--- config.mk ---
export PLATFORM = sky130hd
export DESIGN_NAME = if_fetch_stage
export DESIGN_NICKNAME = d
export VERILOG_FILES = /design/src/rtl/if_fetch_stage.sv
export SDC_FILE = /design/constraint.sdc
export NUM_CORES = 1
export LEC_CHECK = 0
export BUFFER_PORTS_ARGS = -buffer_cell sky130_fd_sc_hd__buf_2
export CORE_MARGIN = 2
export CORE_UTILIZATION = 40
export DETAILED_ROUTE_END_ITERATION = 10
export HOLD_SLACK_MARGIN = 0.08
export PLACE_DENSITY = 0.67
export SYNTH_ARGS = -nofsm -noshare
export SYNTH_HDL_FRONTEND = slang
export SYNTH_SLANG_ARGS = --single-unit
--- constraint.sdc ---
create_clock -name clk -period 3.4 [get_ports clk]
set_input_delay 0.17 -clock clk [delete_from_list [all_inputs] [get_ports clk]]
set_output_delay 0.17 -clock clk [all_outputs]
set_load 0.02 [all_outputs]
--- src/rtl/if_fetch_stage.sv ---
// Instruction-fetch stage: owns the PC, drives instruction memory and loads IF/ID.
// Optional macro IF_PERF_CNT_EN adds fetch_count/flush_count performance counters.
module if_fetch_stage #(
  parameter logic [31:0] RESET_PC  = 32'h0000_0000,
  parameter logic [31:0] NOP_INSTR = 32'h0000_0013
) (
  input  logic        clk,
  input  logic        rst_n,
  input  logic        branch_sel,
  input  logic [31:0] branch_target,
  input  logic        jump,
  input  logic [31:0] jump_target,
  input  logic        stall,
  output logic        imem_req,
  output logic [31:0] imem_addr,
  input  logic [31:0] imem_rdata,
  input  logic        imem_valid,
  output logic [31:0] if_id_pc,
  output logic [31:0] if_id_pc4,
  output logic [31:0] if_id_instr,
  output logic        if_id_valid,
`ifdef IF_PERF_CNT_EN
  output logic [31:0] fetch_count,
  output logic [31:0] flush_count,
`endif
  output logic [1:0]  dbg_state
);

  // Memory handshake: imem_req/imem_addr stay fixed from issue until the cycle
  // imem_valid=1 (possibly the issue cycle itself); a request is never withdrawn.
  typedef enum logic [1:0] {S_BOOT = 2'd0, S_REQ = 2'd1, S_HOLD = 2'd2, S_DROP = 2'd3} state_t;

  state_t      r_state, w_state_nx;
  logic [31:0] r_pc, w_pc_nx;
  logic [31:0] r_drop_addr, w_drop_nx;
  logic [31:0] r_skid_pc, r_skid_instr;
  logic        r_imem_req;
  logic [31:0] r_imem_addr;
  logic [31:0] r_if_pc, r_if_pc4, r_if_instr;
  logic        r_if_valid;
  logic        w_redirect;
  logic [31:0] w_target_raw, w_target;
  logic        w_load, w_bubble, w_skid_we;
  logic [31:0] w_load_pc, w_load_instr;

  assign w_redirect   = jump | branch_sel;
  assign w_target_raw = jump ? jump_target : branch_target;
  assign w_target     = w_target_raw & 32'hFFFF_FFFC;

  always_comb begin
    w_state_nx   = r_state;
    w_pc_nx      = r_pc;
    w_drop_nx    = r_drop_addr;
    w_load       = 1'b0;
    w_load_pc    = r_pc;
    w_load_instr = imem_rdata;
    w_bubble     = 1'b0;
    w_skid_we    = 1'b0;
    case (r_state)
      S_BOOT: begin
        w_state_nx = S_REQ;
        if (w_redirect) w_pc_nx = w_target;
      end
      S_REQ: begin
        if (w_redirect) begin
          w_pc_nx = w_target;
          // The outstanding request cannot be cancelled, so remember its address.
          if (!imem_valid) begin
            w_state_nx = S_DROP;
            w_drop_nx  = r_pc;
          end
        end else if (imem_valid) begin
          if (stall) begin
            w_skid_we  = 1'b1;
            w_state_nx = S_HOLD;
          end else begin
            w_load  = 1'b1;
            w_pc_nx = r_pc + 32'd4;
          end
        end else if (!stall) begin
          w_bubble = 1'b1;
        end
      end
      S_HOLD: begin
        if (w_redirect) begin
          w_pc_nx    = w_target;
          w_state_nx = S_REQ;
        end else if (!stall) begin
          w_load       = 1'b1;
          w_load_pc    = r_skid_pc;
          w_load_instr = r_skid_instr;
          w_pc_nx      = r_pc + 32'd4;
          w_state_nx   = S_REQ;
        end
      end
      S_DROP: begin
        if (w_redirect) w_pc_nx = w_target;
        if (imem_valid) w_state_nx = S_REQ;
        if (!w_redirect && !stall) w_bubble = 1'b1;
      end
      default: w_state_nx = S_BOOT;
    endcase
  end

  always_ff @(posedge clk or negedge rst_n) begin
    if (!rst_n) begin
      r_state      <= S_BOOT;
      r_pc         <= RESET_PC;
      r_drop_addr  <= RESET_PC;
      r_skid_pc    <= RESET_PC;
      r_skid_instr <= NOP_INSTR;
      r_imem_req   <= 1'b0;
      r_imem_addr  <= RESET_PC;
      r_if_pc      <= RESET_PC;
      r_if_pc4     <= RESET_PC + 32'd4;
      r_if_instr   <= NOP_INSTR;
      r_if_valid   <= 1'b0;
    end else begin
      r_state     <= w_state_nx;
      r_pc        <= w_pc_nx;
      r_drop_addr <= w_drop_nx;
      r_imem_req  <= (w_state_nx == S_REQ) || (w_state_nx == S_DROP);
      r_imem_addr <= (w_state_nx == S_DROP) ? w_drop_nx : w_pc_nx;
      if (w_skid_we) begin
        r_skid_pc    <= r_pc;
        r_skid_instr <= imem_rdata;
      end
      if (w_redirect) begin
        r_if_valid <= 1'b0;
        r_if_instr <= NOP_INSTR;
      end else if (w_load) begin
        r_if_pc    <= w_load_pc;
        r_if_pc4   <= w_load_pc + 32'd4;
        r_if_instr <= w_load_instr;
        r_if_valid <= 1'b1;
      end else if (w_bubble) begin
        r_if_valid <= 1'b0;
      end
    end
  end

`ifdef IF_PERF_CNT_EN
  logic [31:0] r_fetch_count, r_flush_count;

  always_ff @(posedge clk or negedge rst_n) begin
    if (!rst_n) begin
      r_fetch_count <= 32'd0;
      r_flush_count <= 32'd0;
    end else begin
      if (w_load && !w_redirect) r_fetch_count <= r_fetch_count + 32'd1;
      if (w_redirect)            r_flush_count <= r_flush_count + 32'd1;
    end
  end

  assign fetch_count = r_fetch_count;
  assign flush_count = r_flush_count;
`endif

  assign imem_req    = r_imem_req;
  assign imem_addr   = r_imem_addr;
  assign if_id_pc    = r_if_pc;
  assign if_id_pc4   = r_if_pc4;
  assign if_id_instr = r_if_instr;
  assign if_id_valid = r_if_valid;
  assign dbg_state   = r_state;

endmodule

==> reports/results.txt, run 1 <==
Status: finished, final reports clean
Reg2Reg Setup Slack: 260 ps
Sink Count: 257
Utilization after layout: 0.5104
Drt total wl: 40420 um
Initial Util: 0.4070
Post-synthesis sequential area ratio: 0.4851
Largest net degree at the start of global routing: 126
Layout area overhead: 25.41%
CTS clk-pin slew, worst paths: 60 ps
Post-synth EDFFs: 0
Vias: 11641
Internal: 8.286 mW
RR Startpoint: dbg_state[1]$_DFF_PN0_
PnR worst setup slack: 263.9 ps
Most instantiated cells after synthesis: 250 x dfrtp_1, 142 x nand2_1, 105 x mux2_2
Clk_lat worst skew: 550 ps
Layout cell share with drive strength beyond 1: 0.2916
Hold depth: 5
Die area: 0.03466 mm2
Core footprint: 0.03262 mm2
# DRC: 0
Crit-path max FO: 18
Final non-filler cell total: 2055
CP Capture Type: flop
Switching share of power: 0.4079
Final cycle utilization of the critical path: 0.9224
Max Buffers Root-to-Sink: 3
Clock network fraction of total power: 0.212
CTS Root Buffer Type: clkbuf_16
First-pass GRT wire length: 62950 um
Final setup viols: 0
Syn_area_per_cell: 10.10 um2
Hold Startpoint: branch_target[21]
Top-count cell post-synth: dfrtp_1
Worst path required time: 3850 ps
Worst slew pin tran: 994.5 ps
Setup TNS Final: 0 ps
Hold endpoint: r_pc[21]$_DFF_PN0_
Worst Hold Class: in2reg
Post-detail-place hpwl: 27930 um
Drt via density: 5.665
GRT Total Usage: 0.2295
Startpoint types: flop
Die X: 186.2 um
Number of I/O pins: 234
Cell variety after synth: 81
CTS H-Tree Depth: 1
Unrepaired setup endpoints after global routing: no
Final clock skew: 16.89 ps
#FFs+latches synth: 257
Number of global-route vias before repair: 11111
Max-slew violations: 0
LEAKAGE: 7.932 nW
Initial antenna violation count: 0
Yosys warning count: 0
Antenna Violating Nets Remaining: 0
Final min period: 3136 ps
Site row count: 66
Maxcap violations: 0
Ys flop type: dfrtp_1
Die Ht: 186.2 um
Crit Path Category: reg2reg
Worst r2r dst: if_id_pc4[14]$_DFFE_PN0P_
Syn Inst Count: 1314
CTS Buf Count: 28
Initial DRC Count: 998
Setup bufs post-CTS: 0
Post-synth design cell area: 0.01328 mm2
CTS tree: done
Crit path arrival time: 3590 ps
Post-synth top area cell: dfrtp_1
Port Buffers: 229
Placed Cells: 1934
Avg WL per Cell: 19.67 um
Max Freq: 318.9 MHz
Seq pwr share: 0.382
Main area contributors after synthesis: dfrtp_1 47%, mux2_2 8.9%, mux2i_1 5.9%, nand2_1 4.0%, o21ai_0 3.5%
Power per Cell Area: 840.6 mW/mm2
Worst slack, placed: 92.79 ps
Switching Power: 5.709 mW
Ys async rst share: 1.000
Syn Nets: 1423
TritonRoute pass-1 iters: 5
Relative max-transition margin: 0.3370
Peak supply drop: 0.0004171 V
Reg2Reg Depth: 11
Tot Pwr: 13.99 mW
Post-synth top area share: 0.4713
Grt ovf: 0
Nets@finish: 1699
Final hold vios: 0
GPL Wtd Cong: 0.9569
Comb power frac: 0.407
==> metal layers <==
metal	routed length, um	GRT usage	up-vias
met1	18720	0.3456	5717
met3	2912	0.03544	57
met2	17960	0.3453	487
met5	0	0	-
met4	832	0.05827	0
li1	-	-	5380
==> critical path, cell delays in order, from the launching register on <==
cell and delay (ps):
dfrtp_1 440, ha_1 200, buf_4 240, nor4b_4 350, nand2_1 120, nand2_1 80
ha_1 260, inv_1 110, or4_1 620, a2111oi_1 420, a221oi_1 90, o31ai_1 100
==> registers in the layout, indices dropped and copies added (netlist names) <==
signal / count
r_pc: 32
if_id_instr: 32
if_id_pc: 32
imem_addr: 32
if_id_valid: 1
r_skid_instr: 32
dbg_state: 2
r_drop_addr: 32
r_skid_pc: 32
if_id_pc4: 30
==> layout by cell type, fill, tap and decap left out, types with 6 or more instances in the layout <==
cell type / n
o211ai_1: 6
dlygate4sd3_1: 68
and3_1: 19
a21oi_1: 34
nor3_1: 17
dfrtp_1: 249
nor2b_1: 7
or4_1: 8
ha_1: 7
nor4_1: 33
and4_1: 6
clkbuf_16: 29
xnor2_1: 9
dfstp_2: 7
o22ai_1: 6
and2_1: 8
o21ai_0: 92
buf_2: 228
a211oi_1: 9
nand3_1: 65
clkbuf_1: 8
o31ai_1: 17
inv_1: 13
xor2_1: 8
o31a_1: 7
a31oi_1: 27
mux2i_1: 78
a221o_1: 6
mux2_2: 105
nand2_1: 140
or3_1: 12
nand4_1: 24
buf_4: 57
a21o_1: 7
clkinv_2: 7
nor2_1: 72
==> power groups by stage <==
stage / logic, mW / registers [mW] / clock network (mW)
global placement: 5.44 / 5.30 / 0
detailed placement: 5.53 / 5.35 / 0
floorplan: 3.22 / 5.52 / 0
finish: 5.69 / 5.34 / 2.96
CTS: 5.66 / 5.31 / 3.02
global route: 6.19 / 5.48 / 3.15
==> what timing repair did <==
| action | 4_1_cts | 5_1_grt |
|---|---|---|
| gates resized for setup | 0 | 3 |
| hold buffers | 68 | 0 |
| endpoints found under the setup margin | 0 | 4 |
| hold endpoints to repair | 204 | 0 |
==> final cells by class <==
class,count,area [um2]
Fill cell,2930,15970
Sequential cell,257,6441
Multi-Input combinational cell,931,6362
Timing Repair Buffer,358,2345
Clock buffer,39,783.3
Tap cell,442,553.0
Clock inverter,13,108.9
Inverter,14,52.55
Antenna cell,1,2.502
==> through the flow <==
step	area (um2)	hold WS (ps)
final	16650	104.4
after global routing	16650	115.4
after CTS	16630	80.00
after detailed placement	15060	342.0
after global placement	15060	340.0
after floorplan	13280	-125.6
==> cells by family (layout without fill, tap and decap cells) <==
family                     count (synthesis)  after routing  synth area share
AOI/OAI and AO/OA                        272            272            0.1349
and+or+nand+nor                          452            452            0.1751
DFF                                      257            257            0.4851
adders and majority gates                  7              7          0.006597
other                                      0              1                 0
xor gates and xnor gates                  17             17           0.01122
buffers and inverters                    126            424           0.03921
muxes                                    183            183            0.1479
==> how the worst max path moves through the flow <==
stage	cells past startpoint	slack [ps]	from	to
6_report	11	260	dbg_state[1]$_DFF_PN0_	if_id_pc4[14]$_DFFE_PN0P_
3_5_place_dp	11	90	dbg_state[0]$_DFF_PN0_	if_id_pc4[28]$_DFFE_PN0P_
2_1_floorplan	14	9	dbg_state[0]$_DFF_PN0_	if_id_pc4[28]$_DFFE_PN0P_
4_1_cts	11	90	dbg_state[0]$_DFF_PN0_	if_id_pc4[28]$_DFFE_PN0P_
5_1_grt	11	50	dbg_state[1]$_DFF_PN0_	if_id_pc4[14]$_DFFE_PN0P_
3_3_place_gp	11	180	dbg_state[0]$_DFF_PN0_	if_id_pc4[30]$_DFFE_PN0P_
No activity file was read; power rests on OpenSTA's default activity.
==> inputs of run 2 (changes only) <==
Settings changed: ABC_AREA from default to 1, CORE_UTILIZATION 40 to 51, PLACE_DENSITY 0.67 to 0.81.
==> run 2 against run 1 <==
Effect of this change:
- setup slack better by 91 ps
- sequential power down 3.7%
- synthesized area up 1.4%
- non-clock buffer count down 43
- sequential share of layout area up 0.80 points
- register-to-register slack better by 90 ps
- first-iteration DRC count up 38%
- via count up 9.1%
- clock power down 5%
- worst hold slack worse by 13 ps
- highest routed layer unchanged
==> reports/results.txt, run 2 <==
Initial Util: 0.5182 (+0.1113)
Switching Power: 5.886 mW (+3.1%)
Main area contributors after synthesis: dfrtp_1 46%, nand2_1 15%, o21ai_0 5.6%, nand3_1 4.5%, nor2_1 4.4%
Post-detail-place hpwl: 28070 um (+0.51%)
Worst Hold Class: in2reg
Grt ovf: 0 (unchanged)
Number of global-route vias before repair: 11947 (+7.5%)
Syn Inst Count: 1707 (+30%)
CTS Root Buffer Type: clkbuf_16
Area of the multi-input gates: 0.006125 mm2 (-3.7%)
GRT Total Usage: 0.2878 (+0.05829)
Vias: 12704 (+9.1%)
Peak supply drop: 0.0005779 V (+39%)
Diode count: 0 (-1)
Final non-filler cell total: 2327 (+13%)
Cell variety after synth: 50 (-38%)
# DRC: 0 (unchanged)
CTS clk-pin slew, worst paths: 60 ps (about the same)
Setup TNS Final: 0 ps (unchanged)
Most common cell after layout, fill and taps aside: nand2_1
Comb power frac: 0.416 (+0.009)
Final min period: 3045 ps (-90.98 ps)
Syn_area_per_cell: 7.889 um2 (-22%)
Internal: 7.712 mW (-6.9%)
Drt total wl: 40370 um (-0.13%)
Max-slew violations: 0 (unchanged)
Yosys warning count: 0 (unchanged)
Drt via density: 5.459 (-3.6%)
Layout area overhead: 21.10%
Clk_lat worst skew: 540 ps (about the same)
Seq pwr share: 0.378 (-0.004)
PnR worst setup slack: 354.9 ps (+90.98 ps)
TritonRoute pass-1 iters: 6 (+1)
Antenna Violating Nets Remaining: 0 (unchanged)
Reg2Reg Setup Slack: 350 ps (+90 ps)
#FFs+latches synth: 257 (unchanged)
Final hold vios: 0 (unchanged)
Final hold slack: 91.58 ps (-12.82 ps)
Die area: 0.02772 mm2 (-20%)
Tot Pwr: 13.60 mW (-2.8%)
Maxcap violations: 0 (unchanged)
Post-synth top area cell: dfrtp_1
Site row count: 59 (-11%)
Unrepaired setup endpoints after global routing: no
Commonest non-fill, non-tap cells in the layout: 552 x nand2_1, 250 x dfrtp_1, 228 x buf_2
Layout cell share with drive strength beyond 1: 0.1963 (-0.09528)
Worst slew pin tran: 1064 ps (+69.58 ps)
Top-count cell post-synth: nand2_1
Max Buffers Root-to-Sink: 3 (unchanged)
Final cycle utilization of the critical path: 0.8956 (-0.02676)
Placement-stage cell area: 0.01488 mm2 (-1.2%)
Utilization after layout: 0.6276 (+0.1172)
Worst path required time: 3870 ps (+20 ps)
Max Freq: 328.4 MHz (+3.0%)
Power per Cell Area: 833.8 mW/mm2 (-0.81%)
Syn Nets: 1816 (+28%)
Die Ht: 166.5 um (-11%)
Die X: 166.5 um (-11%)
Fin area: 0.01631 mm2 (-2.0%)
Crit path arrival time: 3520 ps (-70 ps)
Startpoint types: flop
Status: finished, final reports clean
GPL Wtd Cong: 0.9860 (+3.0%)
Clock network fraction of total power: 0.206 (-0.006)
CTS Buf Count: 27 (-3.6%)
Avg WL per Cell: 17.35 um (-12%)
Relative max-transition margin: 0.2906 (-0.04639)
Switching share of power: 0.4328 (+0.02491)
Post-synth design cell area: 0.01347 mm2 (+1.4%)
Ys async rst share: 1.000 (unchanged)
CTS H-Tree Depth: 1 (unchanged)
Post-synthesis sequential area ratio: 0.4782 (-0.006896)
Initial DRC Count: 1376 (+38%)
Core footprint: 0.02598 mm2 (-20%)
Crit-path max FO: 8 (-10)
Post-synth EDFFs: 0 (unchanged)
Worst slack, placed: 528.1 ps (+435.3 ps)
Port Buffers: 229 (unchanged)
Initial antenna violation count: 0 (unchanged)
Area of all sequential standard cells: 0.006440 mm2 (about the same)
Sink Count: 257 (unchanged)
FILL cells: 2238 (-24%)
Most instantiated cells after synthesis: 553 x nand2_1, 250 x dfrtp_1, 157 x nor2_1
CP Capture Type: flop
Largest net degree at the start of global routing: 111 (-12%)
Final setup viols: 0 (unchanged)
Number of I/O pins: 234 (unchanged)
CTS tree: done
First-pass GRT wire length: 64630 um (+2.7%)
Post-synth top area share: 0.4646 (-0.006699)
Placed Cells: 2219 (+15%)
Nets@finish: 2081 (+22%)
Ys flop type: dfrtp_1
Final clock skew: 15.03 ps (-1.855 ps)
Crit Path Category: reg2reg
LEAKAGE: 8.474 nW (+6.8%)
-- run 2: cell types whose count changed after synthesis, sizes merged, moves of 59 or more --
cell,previous run,this run
nand3,65,124
nor2,73,177
o21ai,95,164
mux2,105,32
inv,13,136
nand2,142,568
-- run 2: layout make-up --
cell class	count	area share
flip-flops and latches	257	0.3949
multi-input cells	1234	0.3756
repair buffers	315	0.1211
clock buffers	40	0.04626
inverters	137	0.03169
well taps	335	0.02570
clock inverters	9	0.004834
-- run 2: logic make-up (layout without fill, tap and decap cells) --
group / after synthesis / in the layout / synth area share
flip-flops: 257 / 257 / 0.4782
adder cells (fa/ha/maj): 7 / 7 / 0.006503
AND/OR/NAND/NOR: 899 / 899 / 0.2840
AO/OA/AOI/OAI: 250 / 250 / 0.1028
buffers and inverters: 216 / 501 / 0.06810
XOR/XNOR: 6 / 6 / 0.003902
multiplexers: 72 / 72 / 0.05649
-- run 2: path summary, 6_finish.rpt --
check / start / to / depth (start not counted)
worst max-delay path: dbg_state[0]$_DFF_PN0_ / r_pc[8]$_DFF_PN0_ / 8
worst min-delay path: branch_target[31] / r_pc[31]$_DFF_PN0_ / 4
worst max register to register: dbg_state[0]$_DFF_PN0_ / r_pc[8]$_DFF_PN0_ / 8
worst min register to register: if_id_pc4[5]$_DFFE_PN0P_ / if_id_pc4[5]$_DFFE_PN0P_ / 2
max in group asynchronous: rst_n / r_drop_addr[31]$_DFF_PN0_ / 3
min in group asynchronous: rst_n / if_id_instr[29]$_DFFE_PN0P_ / 2
-- run 2: what timing repair did --
item	in CTS	in global routing
hold endpoints to repair	174	0
hold buffers	59	0
gates resized for setup	0	0
buffers inserted	0	0
-- run 2: worst max-delay path, cell delays in order, from the launching register on --
cell and delay [ps]:
dfrtp_1 510, inv_1 110, ha_1 430, nor2_1 650, nor2_1 240, o21ai_0 250
nand2_1 80, o31ai_1 100, dlygate4sd3_1 600
-- run 2: layer usage --
| metal | wire length (um) | vias to the layer above | track usage |
|---|---|---|---|
| met4 | 1151 | 0 | 0.08696 |
| met2 | 18450 | 585 | 0.4542 |
| met3 | 3415 | 87 | 0.04254 |
| met5 | 0 | - | 0 |
| li1 | - | 6051 | - |
| met1 | 17360 | 5981 | 0.4147 |
-- run 2: power by group through the flow --
| stage | logic [mW] | clock network (mW) | registers, mW |
|---|---|---|---|
| final | 5.66 | 2.81 | 5.14 |
| after global routing | 6.24 | 2.98 | 5.25 |
| after CTS | 5.61 | 2.85 | 5.09 |
| after detailed placement | 5.48 | 0 | 5.13 |
| after global placement | 5.37 | 0 | 5.09 |
| after floorplan | 3.10 | 0 | 5.52 |
==> inputs of run 3 (changes only) <==
==> constraint.sdc (replaced) <==
create_clock -name clk -period 3.4 [get_ports clk]
set_input_delay 1.02 -clock clk [delete_from_list [all_inputs] [get_ports clk]]
set_output_delay 1.02 -clock clk [all_outputs]
set_load 0.02 [all_outputs]
==> run 3 against run 2 <==
Effect of this change:
- combinational power about the same
- sequential power about the same
- maximum frequency increased by 9.6%
- flip-flop and latch count unchanged
==> reports/results.txt, run 3 (synthesized netlist as in run 2, its figures left out) <==
Status: finished, final reports clean
Placed Cells: 2234 (+0.68%)
Initial DRC Count: 1319 (-4.1%)
CTS tree: done
Clk_lat worst skew: 540 ps (about the same)
Startpoint types: flop
RR Startpoint: dbg_state[0]$_DFF_PN0_
Final hold slack: 474.3 ps (+382.7 ps)
Fin area: 0.01598 mm2 (-2.0%)
Final cycle utilization of the critical path: 0.8168 (-0.07882)
Internal: 7.801 mW (+1.2%)
PnR worst setup slack: 622.9 ps (+268.0 ps)
CTS H-Tree Depth: 1 (unchanged)
Port Buffers: 229 (unchanged)
Final setup viols: 0 (unchanged)
Max Buffers Root-to-Sink: 3 (unchanged)
Core footprint: 0.02598 mm2 (unchanged)
Antenna Violating Nets Remaining: 0 (unchanged)
Initial Util: 0.5182 (unchanged)
CTS Buf Count: 27 (unchanged)
Final clock skew: 12.01 ps (-3.018 ps)
FILL cells: 2327 (+4.0%)
Most common cell after layout, fill and taps aside: nand2_1
Crit path arrival time: 3200 ps (-320 ps)
Avg WL per Cell: 17.52 um (+0.99%)
Layout cell share with drive strength beyond 1: 0.2120 (+0.01573)
Crit path top cell by count: nand2_1
Number of global-route vias before repair: 12154 (+1.7%)
CTS clk-pin slew, worst paths: 70 ps (about the same)
Relative max-transition margin: 0.5283 (+0.2377)
Worst r2r dst: if_id_pc4[31]$_DFFE_PN0P_
# DRC: 0 (unchanged)
Critical Path Max Stage Delay: 500 ps (-150 ps)
GRT Total Usage: 0.2879 (about the same)
Reg2Reg Setup Slack: 620 ps (+270 ps)
Final hold vios: 0 (unchanged)
Unrepaired setup endpoints after global routing: no
Final min period: 2777 ps (-268.0 ps)
Reg2Reg Depth: 15 (+7)
Setup TNS Final: 0 ps (unchanged)
Initial antenna violation count: 1 (+1)
CP Capture Type: flop
Largest net degree at the start of global routing: 97 (-13%)
Peak supply drop: 0.0006113 V (+5.8%)
Worst Hold Class: in2async
Setup bufs post-CTS: 0 (unchanged)
Drt via density: 5.477 (+0.32%)
Crit Path Category: reg2reg
Utilization after layout: 0.6150 (-0.01262)
Clock network fraction of total power: 0.215 (+0.009)
Layout area overhead: 18.67%
Worst path required time: 3820 ps (-50 ps)
Final non-filler cell total: 2284 (-1.8%)
Commonest non-fill, non-tap cells in the layout: 552 x nand2_1, 250 x dfrtp_1, 228 x buf_2
Switching Power: 5.973 mW (+1.5%)
First-pass GRT wire length: 64540 um (-0.14%)
Placement-stage cell area: 0.01508 mm2 (+1.3%)
Worst slew pin tran: 707.5 ps (-356.5 ps)
GPL Wtd Cong: 1.006 (+2.0%)
Max-slew violations: 0 (unchanged)
Vias: 12509 (-1.5%)
Switching share of power: 0.4336 (+0.0007997)
TritonRoute pass-1 iters: 5 (-1)
Number of I/O pins: 234 (unchanged)
Sink Count: 257 (unchanged)
Die area: 0.02772 mm2 (unchanged)
Seq pwr share: 0.373 (-0.005)
Drt total wl: 40020 um (-0.87%)
Max Freq: 360.1 MHz (+9.6%)
Cts repair resizes: 0 (unchanged)
Power per Cell Area: 861.9 mW/mm2 (+3.4%)
CTS Root Buffer Type: clkbuf_16
# hold bufs at CTS: 0 (-100%)
Die Ht: 166.5 um (unchanged)
Site row count: 59 (unchanged)
Maxcap violations: 0 (unchanged)
Nets@finish: 2037 (-2.1%)
Cells along the critical path: inv_1 -> ha_1 -> inv_2 -> nor2_8 -> nand2_4 -> buf_12 -> nand2_1 -> nand2_1 -> nand2_1 -> nor2_2 -> nand2_1 -> nor2_1 -> nand3b_1 -> nand3_1 -> nand2_1
Die X: 166.5 um (unchanged)
Crit-path max FO: 30 (+22)
Worst slack, placed: 199.5 ps (-328.6 ps)
Comb power frac: 0.412 (-0.004)
CP max stage cell: dfrtp_1
Tot Pwr: 13.77 mW (+1.3%)
Grt ovf: 0 (unchanged)
Post-detail-place hpwl: 28930 um (+3.1%)
LEAKAGE: 8.375 nW (-1.2%)
==> run 3: changes by cell type in the layout (fill, tap and decap cells not counted), moves of 2 or more <==
cell / delta
buf_12: +7
clkinv_4: +2
dlygate4sd3_1: -59
clkbuf_1: -7
buf_4: +8
clkbuf_8: +5
==> run 3: critical path, delay by kind of cell, from the launching register on <==
family                     cells  cell delay (ps)
DFF                            1              500
buffers and inverters          3              480
and+or+nand+nor               11             1400
adders and majority gates      1              240
==> run 3: layout make-up <==
type	count	area, um2	share of cell area
flip-flops and latches	257	6440	0.4030
multi-input cells	1234	6125	0.3833
repair buffers	271	1584	0.09912
clock buffers	38	797.0	0.04987
inverters	137	516.7	0.03234
well taps	335	419.2	0.02623
clock inverters	11	96.34	0.006029
diodes	1	2.502	0.0001566
==> run 3: routing by layer <==
layer | track usage | vias up | part of all wire
li1 | - | 5974 | -
met1 | 0.4154 | 5889 | 0.44
met2 | 0.4551 | 565 | 0.45
met3 | 0.04230 | 81 | 0.081
met4 | 0.08433 | 0 | 0.028
met5 | 0 | - | 0
==> run 3: worst max-delay path by stage <==
stage	slack, ps	depth (start not counted)	end	start
floorplan	690	13	if_id_pc4[28]$_DFFE_PN0P_	jump
global placement	240	14	if_id_pc4[24]$_DFFE_PN0P_	branch_sel
detailed placement	200	14	if_id_pc4[24]$_DFFE_PN0P_	branch_sel
CTS	690	17	if_id_pc4[27]$_DFFE_PN0P_	dbg_state[0]$_DFF_PN0_
global route	420	15	if_id_pc4[22]$_DFFE_PN0P_	dbg_state[0]$_DFF_PN0_
finish	620	15	if_id_pc4[31]$_DFFE_PN0P_	dbg_state[0]$_DFF_PN0_
==> run 3: power by group through the flow <==
stage | logic (mW) | registers (mW) | clock network, mW
2_1_floorplan | 3.10 | 5.52 | 0
3_3_place_gp | 5.44 | 5.10 | 0
3_5_place_dp | 5.58 | 5.14 | 0
4_1_cts | 5.62 | 5.11 | 2.99
5_1_grt | 6.25 | 5.26 | 3.13
6_report | 5.67 | 5.14 | 2.96
